### src/rtl/add4_pkg.sv
// rtl/add4_pkg.sv - shared encodings for the 4-bit adder operand/result stage
package add4_pkg;

  localparam int DATA_W = 4;

  localparam logic [1:0] OP_ADD  = 2'b00;
  localparam logic [1:0] OP_LOAD = 2'b01;
  localparam logic [1:0] OP_CLR  = 2'b10;
  localparam logic [1:0] OP_RSV  = 2'b11;

  typedef enum logic [1:0] {
    S_IDLE   = 2'b00,
    S_SETTLE = 2'b01,
    S_RESP   = 2'b10
  } state_t;

endpackage

### src/rtl/add4_seq_accum_if.sv
// rtl/add4_seq_accum_if.sv - command and result handshake bundle of the accumulator stage
interface add4_seq_accum_if;
  import add4_pkg::*;

  logic              in_valid;
  logic              in_ready;
  logic [1:0]        in_op;
  logic [DATA_W-1:0] in_data;

  logic              out_valid;
  logic              out_ready;
  logic [DATA_W-1:0] out_sum;
  logic              out_carry;
  logic              out_ovf;
  logic              out_err;

  modport master (
    output in_valid, in_op, in_data, out_ready,
    input  in_ready, out_valid, out_sum, out_carry, out_ovf, out_err
  );

  modport slave (
    input  in_valid, in_op, in_data, out_ready,
    output in_ready, out_valid, out_sum, out_carry, out_ovf, out_err
  );

endinterface

### src/rtl/add4_seq_accum.sv
// rtl/add4_seq_accum.sv - feeds an external ripple adder from registers, waits for it to settle,
// and returns the captured sum/carry on a valid/ready handshake
module add4_seq_accum
  import add4_pkg::*;
#(
  parameter int SETTLE_CYCLES = 4,
  parameter int CNT_W         = 4
) (
  input  logic              clk,
  input  logic              rst,
  add4_seq_accum_if.slave   bus,
  output logic [DATA_W-1:0] add_a,
  output logic [DATA_W-1:0] add_b,
  input  logic [DATA_W-1:0] add_s,
  input  logic              add_c4
);

  localparam logic [CNT_W-1:0] CNT_START = CNT_W'(SETTLE_CYCLES - 1);

  state_t            state_q, state_d;
  logic [DATA_W-1:0] acc_q, acc_d;
  logic [DATA_W-1:0] opnd_q, opnd_d;
  logic              carry_q, carry_d;
  logic              ovf_q, ovf_d;
  logic              err_q, err_d;
  logic [CNT_W-1:0]  cnt_q, cnt_d;

  always_ff @(posedge clk) begin
    if (rst) state_q <= S_IDLE;
    else     state_q <= state_d;
  end

  always_ff @(posedge clk) begin
    if (rst) begin
      acc_q   <= '0;
      opnd_q  <= '0;
      carry_q <= 1'b0;
      ovf_q   <= 1'b0;
      err_q   <= 1'b0;
      cnt_q   <= '0;
    end else begin
      acc_q   <= acc_d;
      opnd_q  <= opnd_d;
      carry_q <= carry_d;
      ovf_q   <= ovf_d;
      err_q   <= err_d;
      cnt_q   <= cnt_d;
    end
  end

  always_comb begin
    state_d = state_q;
    acc_d   = acc_q;
    opnd_d  = opnd_q;
    carry_d = carry_q;
    ovf_d   = ovf_q;
    err_d   = err_q;
    cnt_d   = cnt_q;
    case (state_q)
      S_IDLE: begin
        if (bus.in_valid) begin
          case (bus.in_op)
            OP_ADD: begin
              opnd_d  = bus.in_data;
              cnt_d   = CNT_START;
              err_d   = 1'b0;
              state_d = S_SETTLE;
            end
            OP_LOAD: begin
              acc_d   = bus.in_data;
              carry_d = 1'b0;
              err_d   = 1'b0;
              state_d = S_RESP;
            end
            OP_CLR: begin
              acc_d   = '0;
              carry_d = 1'b0;
              ovf_d   = 1'b0;
              err_d   = 1'b0;
              state_d = S_RESP;
            end
            default: begin
              err_d   = 1'b1;
              state_d = S_RESP;
            end
          endcase
        end
      end
      S_SETTLE: begin
        // Adder inputs have been frozen for SETTLE_CYCLES cycles when cnt reaches zero.
        if (cnt_q != '0) begin
          cnt_d = cnt_q - CNT_W'(1);
        end else begin
          acc_d   = add_s;
          carry_d = add_c4;
          ovf_d   = ovf_q | add_c4;
          state_d = S_RESP;
        end
      end
      S_RESP: begin
        if (bus.out_ready) state_d = S_IDLE;
      end
      default: state_d = S_IDLE;
    endcase
  end

  assign bus.in_ready  = (state_q == S_IDLE);
  assign bus.out_valid = (state_q == S_RESP);
  assign bus.out_sum   = acc_q;
  assign bus.out_carry = carry_q;
  assign bus.out_ovf   = ovf_q;
  assign bus.out_err   = err_q;

  assign add_a = acc_q;
  assign add_b = opnd_q;

endmodule

### src/flat_wrapper.sv
// flat-port wrapper written by rule: the top's interface ports become plain ports
module add4_seq_accum_flat import add4_pkg::*;
#(
  parameter int SETTLE_CYCLES = 4,
  parameter int CNT_W         = 4
)
  (clk, rst, add_a, add_b, add_s, add_c4, bus_in_valid, bus_in_op, bus_in_data, bus_out_ready, bus_in_ready, bus_out_valid, bus_out_sum, bus_out_carry, bus_out_ovf, bus_out_err);
  add4_seq_accum_if bus_i ();
  input  logic clk;
  input  logic rst;
  output logic [DATA_W-1:0] add_a;
  output logic [DATA_W-1:0] add_b;
  input  logic [DATA_W-1:0] add_s;
  input  logic add_c4;
  input wire logic [$bits(bus_i.in_valid)-1:0] bus_in_valid;
  input wire logic [$bits(bus_i.in_op)-1:0] bus_in_op;
  input wire logic [$bits(bus_i.in_data)-1:0] bus_in_data;
  input wire logic [$bits(bus_i.out_ready)-1:0] bus_out_ready;
  output wire logic [$bits(bus_i.in_ready)-1:0] bus_in_ready;
  output wire logic [$bits(bus_i.out_valid)-1:0] bus_out_valid;
  output wire logic [$bits(bus_i.out_sum)-1:0] bus_out_sum;
  output wire logic [$bits(bus_i.out_carry)-1:0] bus_out_carry;
  output wire logic [$bits(bus_i.out_ovf)-1:0] bus_out_ovf;
  output wire logic [$bits(bus_i.out_err)-1:0] bus_out_err;
  assign bus_i.in_valid = bus_in_valid;
  assign bus_i.in_op = bus_in_op;
  assign bus_i.in_data = bus_in_data;
  assign bus_i.out_ready = bus_out_ready;
  assign bus_in_ready = bus_i.in_ready;
  assign bus_out_valid = bus_i.out_valid;
  assign bus_out_sum = bus_i.out_sum;
  assign bus_out_carry = bus_i.out_carry;
  assign bus_out_ovf = bus_i.out_ovf;
  assign bus_out_err = bus_i.out_err;
  add4_seq_accum #(.SETTLE_CYCLES(SETTLE_CYCLES), .CNT_W(CNT_W)) u_core (.clk(clk), .rst(rst), .bus(bus_i), .add_a(add_a), .add_b(add_b), .add_s(add_s), .add_c4(add_c4));
endmodule
### config.mk
export PLATFORM = sky130hd
export DESIGN_NAME = add4_seq_accum_flat
export DESIGN_NICKNAME = d
export VERILOG_FILES = /design/src/rtl/add4_pkg.sv /design/src/rtl/add4_seq_accum_if.sv /design/src/rtl/add4_seq_accum.sv /design/src/flat_wrapper.sv
export SDC_FILE = /design/constraint.sdc
export NUM_CORES = 1
export LEC_CHECK = 0
export CAP_MARGIN = 20
export CELL_PAD_IN_SITES_DETAIL_PLACEMENT = 0
export CELL_PAD_IN_SITES_GLOBAL_PLACEMENT = 2
export CORE_MARGIN = 3
export CORE_UTILIZATION = 27
export DETAILED_ROUTE_END_ITERATION = 8
export GPL_ROUTABILITY_DRIVEN = 1
export HOLD_SLACK_MARGIN = 0.03
export MAX_ROUTING_LAYER = met4
export PLACE_DENSITY = 0.84
export RECOVER_POWER = 100
export SLEW_MARGIN = 10
export SYNTH_ARGS = -nofsm -noshare
export SYNTH_HDL_FRONTEND = slang
export SYNTH_SLANG_ARGS = --single-unit
### constraint.sdc
create_clock -name clk -period 2 [get_ports clk]
set_input_delay 0.3 -clock clk [delete_from_list [all_inputs] [get_ports clk]]
set_output_delay 0.3 -clock clk [all_outputs]
set_load 0.005 [all_outputs]
Yosys cells after proc, flatten, opt, wreduce, memory -nomap -nowiden
Cells that the tools add are included.
- bitwise gates (word level): 1
- reductions and logical operators: 13
- equality and inequality tests: 12
- add/sub/neg operators: 1
- muxes and demuxes: 22
- operators by type and width (operator ; number):
    $pmux 4 s2 ; 3
    $mux 4 ; 5
    $reduce_and 4->1 ; 4
    $mux 2 ; 4
    $ne 2x2->1 const B ; 4
    $mux 1 ; 7
    $ne 2x1->1 const B ; 3
    $pmux 2 s3 ; 1
    $reduce_and 3->1 ; 2
    $eq 2x1->1 const B ; 2
    $eq 2x2->1 const B ; 2
    $logic_not 2->1 ; 2
    $pmux 1 s2 ; 2
    $reduce_bool 4->1 ; 1
    $sub 4x1->4 const B ; 1
    $ne 3x1->1 const B ; 1
    $reduce_or 3->1 ; 1
    $reduce_and 2->1 ; 1
    $reduce_bool 2->1 ; 1
    $reduce_or 2->1 ; 1
    $or 1x1->1 ; 1
- output and inout bits: 17
- register bits after elaboration: 17
- input port bits: 15
- word-level logic and storage cells: 56

Logic depth before layout (Yosys ltp)
Gate-level depths: netlist (run 1).
- depth in word-level cells: 5
- gate-level depth with buffers: 7
- depth with buffers taken out: 6

Worst setup path before layout (run 1)
Ideal clock, no wire load.
- path type: register to register
- start: register u_core.cnt_q[0]
- end: register u_core.acc_q[0] (netlist: u_core.add_a[0])
- path buffers: 0
- required time: 1.914 ns
- setup slack: 0.623 ns
- period minus slack after synthesis: 1.377 ns
- cell stages (with the launch flop): 7
- library setup time: 0.086 ns
- arrival time: 1.292 ns
- path through: dfxtp_1 -> inv_1 -> ha_1 -> nand4bb_4 -> a211oi_4 -> nor2_1 -> a211oi_1
- word-level cells in the longest chain between the ends: 3
- ends and longest elaborated chain (what ; RTL line ; source):
    from (decl) ; add4_seq_accum.sv:26 ; logic [CNT_W-1:0] cnt_q, cnt_d;
    from (signal assigned) ; add4_seq_accum.sv:47 ; cnt_q <= cnt_d;
    $reduce_bool 4->1 ; add4_seq_accum.sv:91 ; if (cnt_q != '0) begin
    $ne 2x2->1 (no line) ; n/a ;
    $reduce_and 4->1 (no line) ; n/a ;
    to (signal assigned) ; add4_seq_accum.sv:35 ; acc_q <= '0;
    to (signal assigned) ; add4_seq_accum.sv:42 ; acc_q <= acc_d;
    to (decl) ; add4_seq_accum.sv:21 ; logic [DATA_W-1:0] acc_q, acc_d;
No other way between the ends.
A chain may end at the register's enable or synchronous reset.

Worst setup path in the final report (run 1)
- start: register u_core.state_q[1]
- end: output port bus_out_valid
- word-level cells in the longest chain between the ends: 1
- ends and longest elaborated chain (what ; RTL line ; source):
    from (decl) ; add4_seq_accum.sv:20 ; state_t state_q, state_d;
    from (signal assigned) ; add4_seq_accum.sv:30 ; else state_q <= state_d;
    $eq 2x2->1 ; add4_seq_accum.sv:108 ; assign bus.out_valid = (state_q == S_RESP);
    to (decl) ; flat_wrapper.sv:20 ; output wire logic [$bits(bus_i.out_valid)-1:0] bus_out_valid;
No other way between the ends.

==> results of run 1 <==
## layout make-up
type / count / area (um2) / share of cell area (%)
Multi-Input combinational cell: 71 / 477 / 38.4
Sequential cell: 17 / 340 / 27.4
Timing Repair Buffer: 32 / 318 / 25.6
Tap cell: 44 / 55.1 / 4.44
Clock buffer: 3 / 22.5 / 1.82
Inverter: 6 / 22.5 / 1.82
Clock inverter: 1 / 5.00 / 0.404
## where the power goes
part / leakage [nW] / switching [mW] / internal (mW)
logic: 0.338 / 0.0707 / 0.0970
clock network: 0.0177 / 0.114 / 0.0744
registers: 0.139 / 0.0169 / 0.357
## layer usage
metal  wire length, um  up-vias
met2               995       19
met5                 0        -
met1               972      338
met4                30        0
met3               118        2
li1                  -      404
## worst min path at each step
stage,from,endpoint,cells past startpoint
2_1_floorplan,bus_in_data[0],u_core.add_b[0],2
3_3_place_gp,u_core.bus.out_carry,u_core.bus.out_carry,2
3_5_place_dp,u_core.bus.out_carry,u_core.bus.out_carry,2
4_1_cts,u_core.bus.out_carry,u_core.bus.out_carry,2
5_1_grt,u_core.bus.out_carry,u_core.bus.out_carry,2
6_report,u_core.bus.out_carry,u_core.bus.out_carry,2
## stage by stage
| stage | util, % | setup WS [ps] |
|---|---|---|
| floorplan | - | 623 |
| global placement | 38.5 | 80.4 |
| detailed placement | 38.5 | 1.63 |
| CTS | 39.4 | 124 |
| global route | 39.0 | 72.6 |
| finish | 39.0 | 165 |
## worst max-delay path, stage by stage, from the launching register on
cell and delay [ps]:
dfxtp_1 540, and2b_2 210, clkdlybuf4s50_1 490
## logic make-up after synthesis
family          share of synthesized area [%]
simple gates                             24.0
compound gates                           17.1
flops                                    36.1
buf+inv                                  12.1
mux                                      5.31
fa+ha+maj                                5.31
## cells in the final DEF (no fill, tap or decap)
master and instances:
and2_0 1, nand3_1 1, dfxtp_1 17, nor2_1 18, clkinv_2 1, and4bb_1 1, a221oi_1 1, clkdlybuf4s50_1 14
inv_1 6, ha_1 4, o21bai_1 1, a22oi_1 1, nand2b_4 1, nor2b_1 1, mux2i_1 5, a211oi_4 1
o31ai_1 1, nand2_1 3, a21o_1 1, dlygate4sd3_1 17, o21ai_0 4, nor3_1 2, and2b_2 1, nor3b_1 4
a21oi_1 9, clkbuf_4 3, a211oi_1 5, nand4bb_2 1, nand2b_1 2, nand3b_1 1, and2b_1 1, buf_4 1
## flip-flops by register name, summed over array words and instances (netlist names)
| signal | cells |
|---|---|
| u_core.bus.out_carry | 1 |
| u_core.bus.out_err | 1 |
| u_core.bus.out_ovf | 1 |
| u_core.cnt_q | 4 |
| u_core.add_b | 4 |
| u_core.add_a | 4 |
| u_core.state_q | 2 |
==> summary.md, run 1 <==
| Metric | Value |
|---|---|
| Reg2reg setup slack | approximately 450 ps |
| Die area | approximately 4200 um2 |
| Setup TNS | 0 ps |
| Yosys top cell by area | dfxtp_1 |
| Ys Warns | 0 |
| Placed Instance Area | between 1000 and 1500 um2 |
| Synth top area share | a little over a third |
| PwrDens | between 500 and 600 nW/um2 |
| Design area | between 1000 and 1500 um2 |
| Reg-to-reg endpoint | u_core.add_a[2] |
| Hold crit path type | reg2reg |
| Ant diodes | 0 |
| Slew HR | between 70% and 80% |
| Ratio of cells with drive above 1 in the final layout | approximately 7% |
| Crit path launch | u_core.state_q[1] |
| FF-to-FF path depth | 6 |
| GRT Total Usage | between 10% and 20% |
| Max Clock Skew | about 0.93 ps |
| Router iterations before antenna repair | 4 |
| Root buf cell | clkbuf_4 |
| Crit end category | output pin |
| Worst hold slack | ~500 ps |
| Top post-synthesis cells by area | dfxtp_1, nor2_1, ha_1 |
| Vias in the first global route | ~760 |
| Starting DRC count in detailed routing | 38 |
| #FFs+latches synth | 17 |
| Post-CTS Hold Buffers | 0 |
| Global route overflow | 0 |
| H-tree levels | 1 |
| Gr busiest metal | met2 |
| Placed insts | 170 |
| Worst-Margin Slew | 378 ps |
| Crit-path max FO | 9 |
| Port buffer count | 31 |
| Hpwl dp | between 1500 and 2000 um |
| RSZ-0062 raised after global routing | false |
| Max-slew violations | 0 |
| Most common cell in the netlist | nor2_1 |
| Commonest cells in the netlist | nor2_1, dfxtp_1, a21oi_1 |
| Synthesized area per cell | between 9 and 10 um2 |
| Residual DRC count | 0 |
| Required time of the critical path | approximately 1700 ps |
| Worst r2r src | u_core.cnt_q[0] |
| Synth cell types | 30 |
| Ys async rst share | 0% |
| Sequential area share after synthesis | a little over a third |
| Final Instance Count excl. Fillers | 174 |
| Initial antenna violation count | 0 |
| DR WL/cell | 12.2 um |
| M3 GR Usage | a little over 2% |
| CP Launch Type | flop |
| Core ar. | 3180 um2 |
| Die H | between 60 and 70 um |
| Resized cells post-CTS | 0 |
| # fillers | between 300 and 400 |
| Post-Syn Nets | 123 |
| Synth Flop Type | dfxtp_1 |
| Met1 Resource Use GR | between 10 and 15% |
| CTS Sinks | 17 |
| CTS clk-pin slew, worst paths | ~100 ps |
| Cells after synthesis | approximately 100 |
| Layout area overhead | 31.6% |
| Peak supply drop | between 0.15 and 0.2 mV |
| Post-Syn Area | about 940 um2 |
| CTS buffer count | 3 |
| Post-CTS Setup Bufs | 0 |
| Crit path kind | reg2out |
| Die span in x | about 65 um |
| Leak Pwr | 0.495 nW |
| Max-cap violations | 0 |
| Final Cycle Share | between 90% and 100% |
| GR Layer Usage met2 | 17.4% |
| Arrival time worst endpoint | between 1500 and 2000 ps |
| Vias per std cell | 4.39 |
| Initial Util | 29.6% |
| Global-route wire length before repair | 3640 um |
| Fmax | 545 MHz |
| Top-Level Pins | 32 |
| Post-route minimum period | about 1800 ps |
| Post-synth EDFFs | 0 |
| Clk Latency, worst-skew pair | around 290 ps |
| Routability cong. | roughly 0.69 |
| Vias | 763 |
| Antenna Violating Nets Remaining | 0 |
| Largest net degree at the start of global routing | 19 |
| Hold Vio Cnt, Final | 0 |
| Final setup violation count | 0 |
| Post-layout nets | 150 |
| Crit path capture | bus_out_valid |
| Post-Route WL | 2120 um |
| TritonCTS clock tree | done |
| Clock buffer depth | 2 |
| Rows | 20 |
| Status | complete, no violations |
| Tot Pwr | 730 uW |
Note: power is estimated with default switching activity, not from simulation.
==> inputs of run 2 (changes only) <==
--- a/config.mk
+++ b/config.mk
@@ -10,6 +10,7 @@
 export CELL_PAD_IN_SITES_GLOBAL_PLACEMENT = 2
 export CORE_MARGIN = 3
 export CORE_UTILIZATION = 27
+export CTS_CLUSTER_SIZE = 20
 export DETAILED_ROUTE_END_ITERATION = 8
 export GPL_ROUTABILITY_DRIVEN = 1
 export HOLD_SLACK_MARGIN = 0.03
@@ -20,3 +21,4 @@
 export SYNTH_ARGS = -nofsm -noshare
 export SYNTH_HDL_FRONTEND = slang
 export SYNTH_SLANG_ARGS = --single-unit
+export TNS_END_PERCENT = 20
==> results of run 2 <==
Same layout as run 1: the final DEF is identical, and so are final timing and power.
==> inputs of run 3 (changes only) <==
--- a/config.mk
+++ b/config.mk
@@ -13,6 +13,7 @@
 export CTS_CLUSTER_SIZE = 20
 export DETAILED_ROUTE_END_ITERATION = 8
 export GPL_ROUTABILITY_DRIVEN = 1
+export GPL_TIMING_DRIVEN = 0
 export HOLD_SLACK_MARGIN = 0.03
 export MAX_ROUTING_LAYER = met4
 export PLACE_DENSITY = 0.84
==> summary.md, run 3 (synthesis results as in run 1) <==
| Metric | Value |
|---|---|
| Status | complete, no violations |
| Area of the multi-input gates | 477 um2 (unchanged) |
| Max Clock Skew | 2.19 ps (+1.25 ps) |
| Initial antenna violation count | 0 (unchanged) |
| Critical hold path startpoint | rst |
| FF-to-FF path depth | 6 (unchanged) |
| Global route overflow | 0 (unchanged) |
| Ant diodes | 0 (unchanged) |
| Initial Util | 29.6% (unchanged) |
| H-tree levels | 1 (unchanged) |
| Final Instance Count excl. Fillers | 182 (+4.6%) |
| Resized cells post-CTS | 0 (unchanged) |
| Rows | 20 (unchanged) |
| Max-slew violations | 0 (unchanged) |
| Placed insts | 178 (+4.7%) |
| Hold path cells | 2 (unchanged) |
| Port buffer count | 30 (-3.2%) |
| Clk Latency, worst-skew pair | 290 ps (about the same) |
| Leak Pwr | 0.542 nW (+9.7%) |
| FF/Latch Area | 340 um2 (unchanged) |
| Router iterations before antenna repair | 4 (unchanged) |
| Final setup violation count | 0 (unchanged) |
| Crit path kind | reg2out |
| Crit end category | output pin |
| Largest net degree at the start of global routing | 11 (-8) |
| Post-CTS Hold Buffers | 0 (unchanged) |
| TritonCTS clock tree | done |
| Hold crit path type | in2reg |
| RSZ-0062 raised after global routing | false |
| Post-route minimum period | 1850 ps (+15.6 ps) |
| Fmax | 540 MHz (-0.84%) |
| Commonest non-fill, non-tap cells in the layout | nor2_1, dlygate4sd3_1, dfxtp_1, clkdlybuf4s50_1, a21oi_1 |
| Vias per std cell | 4.49 (+2.5%) |
| Slew HR | 70.3% (-4.4 points) |
| Crit-path max FO | 10 (+1) |
| Top-Level Pins | 32 (unchanged) |
| End-of-flow core utilization | 41.3% (+2.3 points) |
| Vias | 818 (+7.2%) |
| Routability cong. | 0.719 (+3.8%) |
| Arrival time worst endpoint | 1550 ps (about the same) |
| Global-route wire length before repair | 3490 um (-4.2%) |
| Die H | 65.1 um (unchanged) |
| Peak supply drop | 0.171 mV (-8.4%) |
| Hpwl dp | 1660 um (+2.4%) |
| # fillers | 339 (-4.8%) |
| Worst r2r src | u_core.cnt_q[0] |
| Required time of the critical path | 1700 ps (about the same) |
| Post-layout nets | 158 (+5.3%) |
| CTS buffer count | 3 (unchanged) |
| Die span in x | 65.1 um (unchanged) |
| Die area | 4230 um2 (unchanged) |
| Hold Vio Cnt, Final | 0 (unchanged) |
| Worst Hold End | u_core.add_a[0] |
| Ratio of cells with drive above 1 in the final layout | 13.0% (+6.1 points) |
| Clock buffer depth | 2 (unchanged) |
| CP Launch Type | flop |
| Max-cap violations | 0 (unchanged) |
| Root buf cell | clkbuf_4 |
| Reg-to-reg endpoint | u_core.add_a[2] |
| Starting DRC count in detailed routing | 18 (-53%) |
| DR WL/cell | 11.9 um (-2.0%) |
| Post-CTS Setup Bufs | 0 (unchanged) |
| Reg2reg setup slack | 410 ps (-40 ps) |
| Core ar. | 3180 um2 (unchanged) |
| Layout area overhead | 39.4% |
| Worst-Margin Slew | 444 ps (+66.2 ps) |
| Vias in the first global route | 748 (-1.7%) |
| Final Cycle Share | 92.5% (+0.78 points) |
| CTS clk-pin slew, worst paths | 100 ps (about the same) |
| GRT Total Usage | 11.0% (-0.62 points) |
| CTS Sinks | 17 (unchanged) |
| Residual DRC count | 0 (unchanged) |
| Post-Route WL | 2170 um (+2.5%) |
| PwrDens | 570 nW/um2 (-3.2%) |
| Antenna Violating Nets Remaining | 0 (unchanged) |
[run 3: per-layer routing]
metal | vias up | share of wire, % | GRT usage [%]
met1 | 374 | 45 | 12.8
met3 | 4 | 4.9 | 1.91
met4 | 0 | 2.2 | 6.22
li1 | 417 | - | -
met5 | - | 0 | -
met2 | 23 | 48 | 17.8
[run 3: area by class of cell]
cell class	count	share of cell area (%)
clock buffers	3	1.71
well taps	44	4.19
repair buffers	30	22.9
multi-input cells	71	36.3
plain buffers	10	6.95
clock inverters	1	0.381
inverters	6	1.71
flip-flops and latches	17	25.9
[run 3: worst max path at each step]
stage	endpoint	from	slack [ps]	cells past startpoint
2_1_floorplan	u_core.add_a[0]	u_core.cnt_q[0]	620	6
3_3_place_gp	u_core.add_a[0]	bus_in_op[1]	20	7
3_5_place_dp	u_core.add_a[2]	bus_in_op[1]	-20	7
4_1_cts	bus_out_valid	u_core.state_q[0]	230	3
5_1_grt	bus_out_valid	u_core.state_q[0]	100	3
6_report	bus_out_valid	u_core.state_q[0]	150	3
[run 3: worst max-delay path, stage by stage (launching register included)]
cell and delay (ps):
dfxtp_1 340, buf_6 130, and2b_2 220, dlygate4sd3_1 570
[run 3: through the flow]
step	worst slack, ps	cell area, um2	total power [mW]	hold WS [ps]	TNS, ps
4_1_cts	233	1330	0.776	201	0
3_5_place_dp	-19.4	1300	0.585	464	-28.2
2_1_floorplan	623	942	0.486	447	0
6_report	149	1310	0.749	207	0
5_1_grt	101	1310	0.790	211	0
3_3_place_gp	22.6	1300	0.583	463	0
[run 3: report_power, final]
| group | internal [mW] | switching [mW] | total [mW] |
|---|---|---|---|
| clock | 0.0745 | 0.113 | 0.188 |
| combinational | 0.113 | 0.0807 | 0.193 |
| sequential | 0.357 | 0.0102 | 0.368 |
